`src/rtl/nco_pkg.sv`:
```
// nco_pkg: phase constants and saturation bounds for the 1.2.13 radian phase format
package nco_pkg;
  localparam int PHASE_W = 16;
  localparam int PI_POS = 25736;
  localparam int PI_NEG = -25736;
  localparam int TWO_PI = 51472;
  localparam int SAT_MAX = PI_POS - 1;
  localparam int SAT_MIN = PI_NEG;
endpackage

```
`src/rtl/phase_wrap.sv`:
```
// phase_wrap: modular adder folding a+b back into [-pi, pi) with the remainder kept
module phase_wrap import nco_pkg::*; #(
  parameter int PW = PHASE_W
) (
  input  logic [PW-1:0] a,
  input  logic [PW-1:0] b,
  output logic [PW-1:0] y
);
  localparam logic signed [PW:0] P_POS = (PW+1)'(PI_POS);
  localparam logic signed [PW:0] P_NEG = (PW+1)'(PI_NEG);
  localparam logic signed [PW:0] P_TWO = (PW+1)'(TWO_PI);
  logic signed [PW:0] s, r;
  always_comb begin
    s = $signed({a[PW-1], a}) + $signed({b[PW-1], b});
    r = (s >= P_POS) ? s - P_TWO : (s < P_NEG) ? s + P_TWO : s;
    y = r[PW-1:0];
  end
endmodule

```
`src/rtl/nco_phase_gen.sv`:
```
// nco_phase_gen: round-robin multi-channel phase accumulator with AXI-Stream style output
// Optional per-channel phase offset enabled by defining NCO_PHASE_OFFSET_EN.
module nco_phase_gen import nco_pkg::*; #(
  parameter int NCH = 4,
  parameter int PW = PHASE_W,
  parameter int DEFAULT_INC = 256,
  parameter int CW = (NCH > 1) ? $clog2(NCH) : 1
) (
  input  logic          clk,
  input  logic          rst,
  input  logic          en,
  input  logic          cfg_we,
  input  logic [CW-1:0] cfg_ch,
  input  logic [PW-1:0] cfg_inc,
`ifdef NCO_PHASE_OFFSET_EN
  input  logic [PW-1:0] cfg_off,
`endif
  output logic          m_tvalid,
  input  logic          m_tready,
  output logic [PW-1:0] m_tdata,
  output logic [CW-1:0] m_tuser
);
  localparam logic [PW-1:0] SAT_HI = PW'(SAT_MAX);
  localparam logic [PW-1:0] SAT_LO = PW'(SAT_MIN);
  localparam logic [PW-1:0] INC_RST = PW'(DEFAULT_INC > SAT_MAX ? SAT_MAX : DEFAULT_INC < SAT_MIN ? SAT_MIN : DEFAULT_INC);
  function automatic logic [PW-1:0] sat(input logic [PW-1:0] v);
    return ($signed(v) > $signed(SAT_HI)) ? SAT_HI : ($signed(v) < $signed(SAT_LO)) ? SAT_LO : v;
  endfunction
  logic [PW-1:0] acc [NCH];
  logic [PW-1:0] inc [NCH];
  logic [CW-1:0] ptr;
  logic [PW-1:0] acc_nxt, word;
  logic issue, ch_ok;
  assign issue = en && (!m_tvalid || m_tready);
  assign ch_ok = {1'b0, cfg_ch} < (CW+1)'(NCH);
  phase_wrap #(.PW(PW)) u_acc (.a(acc[ptr]), .b(inc[ptr]), .y(acc_nxt));
`ifdef NCO_PHASE_OFFSET_EN
  logic [PW-1:0] off [NCH];
  phase_wrap #(.PW(PW)) u_off (.a(acc[ptr]), .b(off[ptr]), .y(word));
  always_ff @(posedge clk) begin
    if (rst) begin
      for (int i = 0; i < NCH; i++) off[i] <= '0;
    end else if (cfg_we && ch_ok) begin
      off[cfg_ch] <= sat(cfg_off);
    end
  end
`else
  assign word = acc[ptr];
`endif
  // inc is read for the issue before a same-cycle write lands, so the new step applies next time
  always_ff @(posedge clk) begin
    if (rst) begin
      for (int i = 0; i < NCH; i++) begin
        acc[i] <= '0;
        inc[i] <= INC_RST;
      end
      ptr <= '0;
      m_tvalid <= 1'b0;
      m_tdata <= '0;
      m_tuser <= '0;
    end else begin
      if (issue) begin
        acc[ptr] <= acc_nxt;
        m_tdata <= word;
        m_tuser <= ptr;
        m_tvalid <= 1'b1;
        ptr <= (ptr == CW'(NCH-1)) ? '0 : ptr + 1'b1;
      end else if (m_tready) begin
        m_tvalid <= 1'b0;
      end
      if (cfg_we && ch_ok) inc[cfg_ch] <= sat(cfg_inc);
    end
  end
endmodule
```
`config.mk`:
```
export PLATFORM = sky130hd
export DESIGN_NAME = nco_phase_gen
export DESIGN_NICKNAME = d
export VERILOG_FILES = /design/src/rtl/nco_pkg.sv /design/src/rtl/phase_wrap.sv /design/src/rtl/nco_phase_gen.sv
export SDC_FILE = /design/constraint.sdc
export NUM_CORES = 1
export LEC_CHECK = 0
export CAP_MARGIN = 20
export CORE_AREA = 2 2 170 172
export DETAILED_ROUTE_END_ITERATION = 8
export DIE_AREA = 0 0 172 174
export PLACE_DENSITY = 0.5
export RECOVER_POWER = 50
export SLEW_MARGIN = 20
export SYNTH_ARGS = -nofsm -noshare
export SYNTH_HDL_FRONTEND = slang
export SYNTH_SLANG_ARGS = --single-unit
export TNS_END_PERCENT = 5
```
`constraint.sdc`:
```
create_clock -name clk -period 5.45 [get_ports clk]
set_clock_uncertainty 0.05 [all_clocks]
set_input_delay 0.545 -clock clk [delete_from_list [all_inputs] [get_ports clk]]
set_output_delay 0.545 -clock clk [all_outputs]
set_load 0.005 [all_outputs]
```
* Yosys cells after proc, flatten, opt, wreduce, memory -nomap -nowiden
Memory sizes are Yosys's and may differ from the RTL's. A register that Yosys moved wholly into a read port is not among the register bits.
Index checks and enable logic that the tools add are counted.
** Storage, ports and cells
- Bits in registers :: 21
- Bits in writable memories :: 128
- Input bits :: 23
- Output and inout bits :: 19
- Word-level logic and storage cells :: 46
- Memories kept :: 2
** Operators by class
- Add/sub/neg operators :: 4
- $lt $le $gt $ge :: 4
- Equality and inequality tests :: 1
- Mux-type cells :: 25
- Reductions and logical operators :: 6
** Memory list
- acc :: depth 4, width 16, rd ports 1, clocked after memory_dff 1, write ports 4, RTL line nco_phase_gen.sv:29 : logic [PW-1:0] acc [NCH];
- inc :: depth 4, width 16, rd ports 1, clocked after memory_dff 1, write ports 4, RTL line nco_phase_gen.sv:30 : logic [PW-1:0] inc [NCH];
** Operators by type and width (count)
- $mux 16 :: 6
- $reduce_or 16->1 :: 2
- $add 16x16->17 :: 1
- $ge 17x16->1 const B :: 1
- $lt 17x16->1 const B :: 1
- $add 16x15->16 const B :: 1
- $gt 16x16->1 const B :: 1
- $lt 16x16->1 const B :: 1
- $sub 16x15->16 const B :: 1
- $mux 2 :: 7
- $mux 1 :: 12
- $add 2x1->2 const B :: 1
- $eq 2x2->1 const B :: 1
- $reduce_bool 2->1 :: 1
- $logic_and 1x1->1 :: 1
- $logic_not 1->1 :: 1
- $logic_or 1x1->1 :: 1

* Longest topological paths before layout
Gate-level depths: netlist (run 1).
- Word-level depth :: 8
- Mapped depth :: 18
- Depth with buffers taken out :: 16

* Modules after synthesis
From an unflattened synthesis (run 1), not the netlist that was laid out.
** Second synthesis, totals
- Cell total of the unflattened synthesis :: 631
- Area total of the unflattened synthesis :: 8054.0 um2
** Modules (own cells, without submodules)
- nco_phase_gen :: instances 1, cells each 418, area an instance 6458.7 um2, seq. area each 4304.1 um2
- phase_wrap :: instances 1, cells each 213, area an instance 1595.3 um2, seq. area each 0.0 um2

* Least setup slack after synthesis (run 1)
Ideal clock, no wire load.
- Path kind :: reg2reg
- From :: reg with a tool-made name
- To :: mem acc[3][10] (netlist name), data pin
- Library setup time :: 271 ps
- Arrival time :: 4996 ps
- Required time :: 5129 ps
- Path slack :: 133 ps
- Cell stages (with the launch flop) :: 18
- Path buffers :: 6
- Clock period less this slack :: 5317 ps
- Cells stage by stage :: dfxtp_1 clkbuf_1 buf_1 clkbuf_1 mux4_2 ha_1 buf_2 a21oi_1 mux2_2 a311oi_1 o311a_1 buf_2 o311ai_0 o211ai_1 buf_2 o21ai_0 nor3_1 nor3b_1
** RTL lines (RTL line)
- end: declaration :: nco_phase_gen.sv:29

==> results of run 1 <==
flip-flops by register name (all words and copies together), names as in the netlist, named ones only:
signal / count
acc: 64
inc: 64
m_tdata: 16
m_tuser: 2
ptr: 2
m_tvalid: 1
cells in the mapped netlist, types with 5 or more instances:
| cell | n |
|---|---|
| and3_1 | 11 |
| dfxtp_1 | 23 |
| or3_1 | 6 |
| o21ai_1 | 6 |
| nand2b_1 | 16 |
| o21ai_0 | 23 |
| a21o_1 | 5 |
| and2_1 | 8 |
| nor3_1 | 20 |
| xor2_1 | 5 |
| buf_2 | 10 |
| a21oi_1 | 56 |
| inv_1 | 25 |
| ha_1 | 21 |
| nor4_1 | 5 |
| nand3_1 | 10 |
| o211ai_1 | 9 |
| mux4_2 | 32 |
| edfxtp_1 | 128 |
| buf_1 | 5 |
| clkbuf_1 | 30 |
| a211oi_1 | 8 |
| nand2_1 | 67 |
| nor2_1 | 86 |
| nor3b_1 | 30 |
path summary, 6_finish.rpt:
kind         slack, ns  depth (start not counted)                  endpoint
max               0.30                         13  acc[2][10]$_SDFFCE_PN0P_
min reg2reg       0.40                          2   m_tdata[8]$_SDFFE_PP0P_
min               0.40                          2   m_tdata[8]$_SDFFE_PP0P_
max reg2reg       0.30                         13  acc[2][10]$_SDFFCE_PN0P_
cell families after synthesis:
family / after synthesis
fa+ha+maj: 22
simple gates: 286
flops: 151
buf+inv: 70
compound gates: 162
mux: 37
xor+xnor: 11
layout by cell type (no fill, tap or decap), types with 5 or more instances in the layout:
cell	Yosys	layout
nand2b_1	16	16
nor3b_1	30	30
mux4_2	32	32
xor2_1	5	5
nand2_1	67	67
and2_1	8	7
a21oi_1	56	56
ha_1	21	21
dlygate4sd3_1	0	21
a21o_1	5	5
inv_1	25	25
clkbuf_16	0	17
o21ai_1	6	6
edfxtp_1	128	128
o21ai_0	23	23
nor2_1	86	86
a211oi_1	8	8
nand3_1	10	10
clkdlybuf4s50_1	0	20
nor3_1	20	20
buf_4	0	25
nor4_1	5	5
clkbuf_1	30	6
and3_1	11	11
o211ai_1	9	9
dfxtp_1	23	21
or3_1	6	6
inv_8	0	5
final cells by class:
type	instances	share of cell area [%]
multi-input cells	518	38.3
clock inverters	15	1.62
clock buffers	17	4.30
repair buffers	73	6.47
flip-flops and latches	151	43.5
well taps	384	4.86
inverters	25	0.948
critical path, stage by stage, from the launching register on:
cell      delay [ns]
dfxtp_2         0.34
buf_12          0.27
mux4_2          0.64
ha_1            0.35
buf_4           0.19
a21oi_1         0.26
o21ai_1         0.26
a221oi_1        0.31
and3_1          0.26
o311ai_0        0.14
o211ai_1        0.84
o21ai_0         0.29
nor3_1          0.50
nor3b_1         0.11
power by group through the flow:
stage / Combinational [mW] / Clock [mW] / Sequential [mW]
2_1_floorplan: 1.40 / 0 / 1.43
3_3_place_gp: 1.96 / 0 / 1.45
3_5_place_dp: 1.95 / 0 / 1.45
4_1_cts: 1.96 / 1.20 / 1.43
5_1_grt: 2.17 / 1.24 / 1.44
6_report: 1.98 / 1.18 / 1.43
timing repair:
item / 4_1_cts / 5_1_grt
resized for setup: 0 / 3
hold buffers: 0 / 0
hold endpoints to repair: 0 / 0
setup endpoints to repair: 0 / 25
metal layers:
metal / share of wire [%] / up-vias
met5: 0 / -
li1: - / 2902
met4: 1.4 / 0
met2: 50 / 155
met3: 3.4 / 19
met1: 45 / 3098
==> results.cfg, run 1 <==
[outcome]
status = finished clean

[global_route]
gr-usage-met3_pct = 2.55
grt_max_degree = 33
antenna_found_initial = 0
met1_usage_pct = 21.4
use_met2_pct = 27.5
grt_pass1_vias = 6155
top_usage_layer = met2
track_usage_pct = 16.2
grt_pass1_wl_um = 36400
grt_remaining_overflow = 0

[yosys]
synthMuxAreaShare_pct = 9.24
synthSimpleGateAreaFrac_pct = 17.7
synthDistinctLibCells = 80
synth_edf_count = 128
synthAdderAreaFrac_pct = 3.38
synth_xor_xnor_area_share_pct = 1.33
yosys_register_bits = 151
postSynthAreaPerCell_sq_um = 11.3
syn_inst = 739
synth_area_sq_um = 8360
yosys.area.top_type_share_pct = 46.0
synth_top_flop_cell = edfxtp_1
synth_area_leaders = edfxtp_1 (46%), mux4_2 (8.6%), dfxtp_1 (5.5%)
synth_top_area_cell = edfxtp_1
synth-compound-area-share_pct = 13.5
synth_top_family_by_area = simple AND/OR/NAND/NOR gates
synth_seq_area_share_pct = 51.5
yosys_warnings = 0
ys_async_sr_fraction_pct = 0
synth_fp_nets = 784

[timing]
rsz0062_at_grt = false
max_slew_margin_pct = 3.55
setup_viol = 0
worst_hold_slack_ns = 0.399
hold_viol_final = 0
period_share_pct = 94.6
fin_ws_ns = 0.297
post-route-min-period_ns = 5.15
fin_setup_tns_ns = 0
tightest_slew_ns = 1.45
slew_violations = 0
timing.fmax_mhz = 194

[floorplanning]
core-area_sq_um = 28200
start_util_pct = 29.6
fp.dieH_um = 174
fp-row-count = 62
pin_count = 42
die_w_um = 172
dieArea_sq_um = 29900

[worst_setup_path]
worst_setup_path_start_kind = flop
cp_max_fo = 32
worst-endpoint-arrival_ns = 5.25
critical_path_class = reg -> reg
worstPathRequired_ns = 5.54
worstSetupEndpointType = flop

[clock_tree]
cts_root_buf = clkbuf_16
cts_buffer_depth = 2
clkLatencyLatePin_ns = 0.45
cts_buffers = 17
cts_setup_buffers = 0
path_clk_slew_ns = 0.08
cts_sinks = 151
tritoncts = built
htreeDepth = 4

[pwr]
pwr-share-comb_pct = 43.2
peakVddDrop_v = 0.000234
p_switching_mw = 1.85
power_density_nw_per_um2 = 463
power_frac_clock_pct = 25.7
intPower_mw = 2.74
p_seq_share_pct = 31.1
switching_share_pct = 40.3
leakagePower_nw = 3.52
finalPower_mw = 4.58

[drt]
dr.pass1.iters = 5
postRouteAntennaNets = 0
drt_wl_total_um = 23300
via_count = 6174
routedWlPerCell_um = 19.7
vias_per_cell = 5.22
drc_errors = 0
drtIter0Drc = 504

[place]
hpwl_um = 16800
dp.cells = 1151
gp_congestion = 0.904
dpl_cell_area_sq_um = 9320
place_ws_ns = 0.418
numPortBuffers = 41

[flow_run]
maxCapViolations = 0

[final_layout]
final_layout_size_suffix_gt1_share_pct = 14.1
fillers = 2838
finalNonFillerCells = 1183
seqCellArea_sq_um = 4310
nNetsFinal = 831
fin_area_sq_um = 9890
fin_util_pct = 35.0
diodes = 0
area_growth_pct = 18.4
multi_input_area_sq_um = 3790

[hold_path]
min_from = m_tdata[8]$_SDFFE_PP0P_
hold_class = reg -> reg
Power figures use the tool's default switching activity.
==> inputs of run 2 (changes only) <==
Settings changed: ABC_AREA set to 1, CORE_AREA 2 2 170 172 to 2 2 172 174, CTS_CLUSTER_DIAMETER set to 80, DIE_AREA 0 0 172 174 to 0 0 174 176.
==> run 2 against run 1 <==
Flip-flop and latch count unchanged; die area grew 2.3%; largest power group unchanged; power shrank 4.2%; critical path depth is 4 lower; clock-buffer cell count increased by 1; wire length rose by 4.9%.
==> results.cfg, run 2 <==
[yosys]
ys_async_sr_fraction_pct = 0
synth_fp_nets = 1102
yosysMostFrequentCell = nand2_1
synth_edf_count = 128
yosys.area.top_type_share_pct = 45.1
postSynthAreaPerCell_sq_um = 8.07
synthTopCellsByCount = nand2_1 (246), nor2_1 (195), edfxtp_1 (128)
synthDistinctLibCells = 38
synth_top_flop_cell = edfxtp_1
yosys_warnings = 0
synth_area_leaders = edfxtp_1 (45%), nand2_1 (11%), nor2_1 (8.6%)
synth_area_sq_um = 8530
syn_inst = 1057
yosys_register_bits = 151
synth_top_area_cell = edfxtp_1
synth_seq_area_share_pct = 50.5

[pwr]
peakVddDrop_v = 0.000196
power_density_nw_per_um2 = 442
intPower_mw = 2.56
finalPower_mw = 4.39
pwr-share-comb_pct = 41.6
switching_share_pct = 41.8
power_frac_clock_pct = 26.5
p_switching_mw = 1.84
leakagePower_nw = 4.31
p_seq_share_pct = 31.9

[global_route]
grt_max_degree = 65
track_usage_pct = 16.4
antenna_found_initial = 0
grt_pass1_vias = 7083
grt_pass1_wl_um = 38900
grt_remaining_overflow = 0

[worst_setup_path]
worstSetupEndpointType = flop
critical_path_class = in -> reg
cp_max_fo = 22
worst_setup_path_start_kind = input pin
worst-endpoint-arrival_ns = 4.31
cpMostUsedCell = nand2_1
reg2reg_slack_ns = 1.05
crit_slowest_cell = nand2_1
worstPathCellList = dlygate4sd3_1 > inv_1 > nand2_1 > nand2_1 > clkbuf_1 > nor2_1 > nand3_1 > clkbuf_1 > nand2_1
worstPathRequired_ns = 5.32
critical_path.max_stage_delay_ns = 0.87

[clock_tree]
htreeDepth = 4
path_clk_slew_ns = 0.07
cts-resized-gates = 0
ctsHoldBuffers = 0
cts_buffer_depth = 2
tritoncts = built
cts_setup_buffers = 0
cts_sinks = 151
cts_buffers = 17
clkLatencyLatePin_ns = 0.43
cts_root_buf = clkbuf_16

[drt]
met2_length_um = 11600
drtIter0Drc = 427
routed.top_layer = met4
route.met3.wl_um = 948
dr.pass1.iters = 5
routedWlPerCell_um = 16.4
vias_per_cell = 4.75
postRouteAntennaNets = 0
via_count = 7077
drt_wl_total_um = 24500
drc_errors = 0
wl_met1_um = 11200

[floorplanning]
die_w_um = 174
fp-row-count = 62
dieArea_sq_um = 30600
pin_count = 42
start_util_pct = 29.9
core-area_sq_um = 28500
fp.dieH_um = 176

[timing]
timing.fmax_mhz = 226
slew_violations = 0
max_slew_margin_pct = 11.0
setup_viol = 0
hold_viol_final = 0
rsz0062_at_grt = false
period_share_pct = 81.3
fin_ws_ns = 1.02
tightest_slew_ns = 1.34
post-route-min-period_ns = 4.43
fin_setup_tns_ns = 0

[final_layout]
final_cell_mix = nand2_1 (246), nor2_1 (195), edfxtp_1 (128), inv_1 (110), nand3_1 (72)
reg_top3 = acc x64, inc x64, m_tdata x16
final_layout_size_suffix_gt1_share_pct = 8.04
fin_util_pct = 34.8
diodes = 0
nNetsFinal = 1139
area_growth_pct = 16.4
layout_commonest_cell = nand2_1

[place]
gp_congestion = 0.834
place_ws_ns = 1.06
hpwl_um = 17500
numPortBuffers = 41

[outcome]
status = finished clean

[hold_path]
hold_class = reg -> reg

[flow_run]
maxCapViolations = 0
-- run 2: changes by cell type after synthesis, moves of 27 or more --
cell and delta:
nor3b_1 -30, nand2_2 +30, o22ai_1 +30, a21oi_1 -27, nor2_1 +109, nand2_1 +179
nand3_1 +62, mux4_2 -32, o21ai_0 +44, inv_1 +85
-- run 2: worst paths after layout --
| path | depth (start not counted) | from | end |
|---|---|---|---|
| worst min register to register | 2 | m_tdata[2]$_SDFFE_PP0P_ | m_tdata[2]$_SDFFE_PP0P_ |
| worst max register to register | 26 | flop | acc[1][8]$_SDFFCE_PN0P_ |
| worst min-delay path | 2 | m_tdata[2]$_SDFFE_PP0P_ | m_tdata[2]$_SDFFE_PP0P_ |
| worst max-delay path | 9 | m_tready | acc[1][5]$_SDFFCE_PN0P_ |
-- run 2: metrics by stage --
stage / hold slack (ns) / area, sq um / std cells
2_1_floorplan: 0.416 / 8530 / 1057
3_3_place_gp: 0.411 / 9390 / 1459
3_5_place_dp: 0.412 / 9390 / 1459
4_1_cts: 0.426 / 9960 / 1491
5_1_grt: 0.447 / 9930 / 1491
6_report: 0.420 / 9930 / 1491
-- run 2: cell families after synthesis --
| kind of cell | count (synthesis) | share of synthesized area [%] |
|---|---|---|
| AOI/OAI and AO/OA | 146 | 9.57 |
| adders and majority gates | 22 | 3.32 |
| DFF | 151 | 50.5 |
| buffers and inverters | 157 | 7.22 |
| and+or+nand+nor | 568 | 28.1 |
| xor gates and xnor gates | 13 | 1.34 |
-- run 2: final cells by class --
class,instances,area [sq um]
fill,3046,18600
sequential,151,4310
multi-input combinational,749,3610
timing repair buffer,57,517
tap,384,480
inverter,118,443
clock buffer,18,429
clock inverter,14,143
-- run 2: routing by layer --
metal  vias to the layer above  GRT usage, %
li1                       3553             -
met1                      3331          21.3
met2                       158          27.6
met3                        35          2.69
met4                         0          5.88
met5                         -             0
-- run 2: power groups by stage --
| stage | clock network, mW | registers, mW | logic, mW |
|---|---|---|---|
| global route | 1.22 | 1.41 | 2.06 |
| global placement | 0 | 1.43 | 1.84 |
| floorplan | 0 | 1.42 | 1.36 |
| finish | 1.17 | 1.40 | 1.83 |
| detailed placement | 0 | 1.43 | 1.84 |
| CTS | 1.18 | 1.40 | 1.85 |
-- run 2: critical path, delay by kind of cell --
kind | cells | cell delay [ns]
buffers and inverters | 4 | 2.15
AND/OR/NAND/NOR | 5 | 1.59
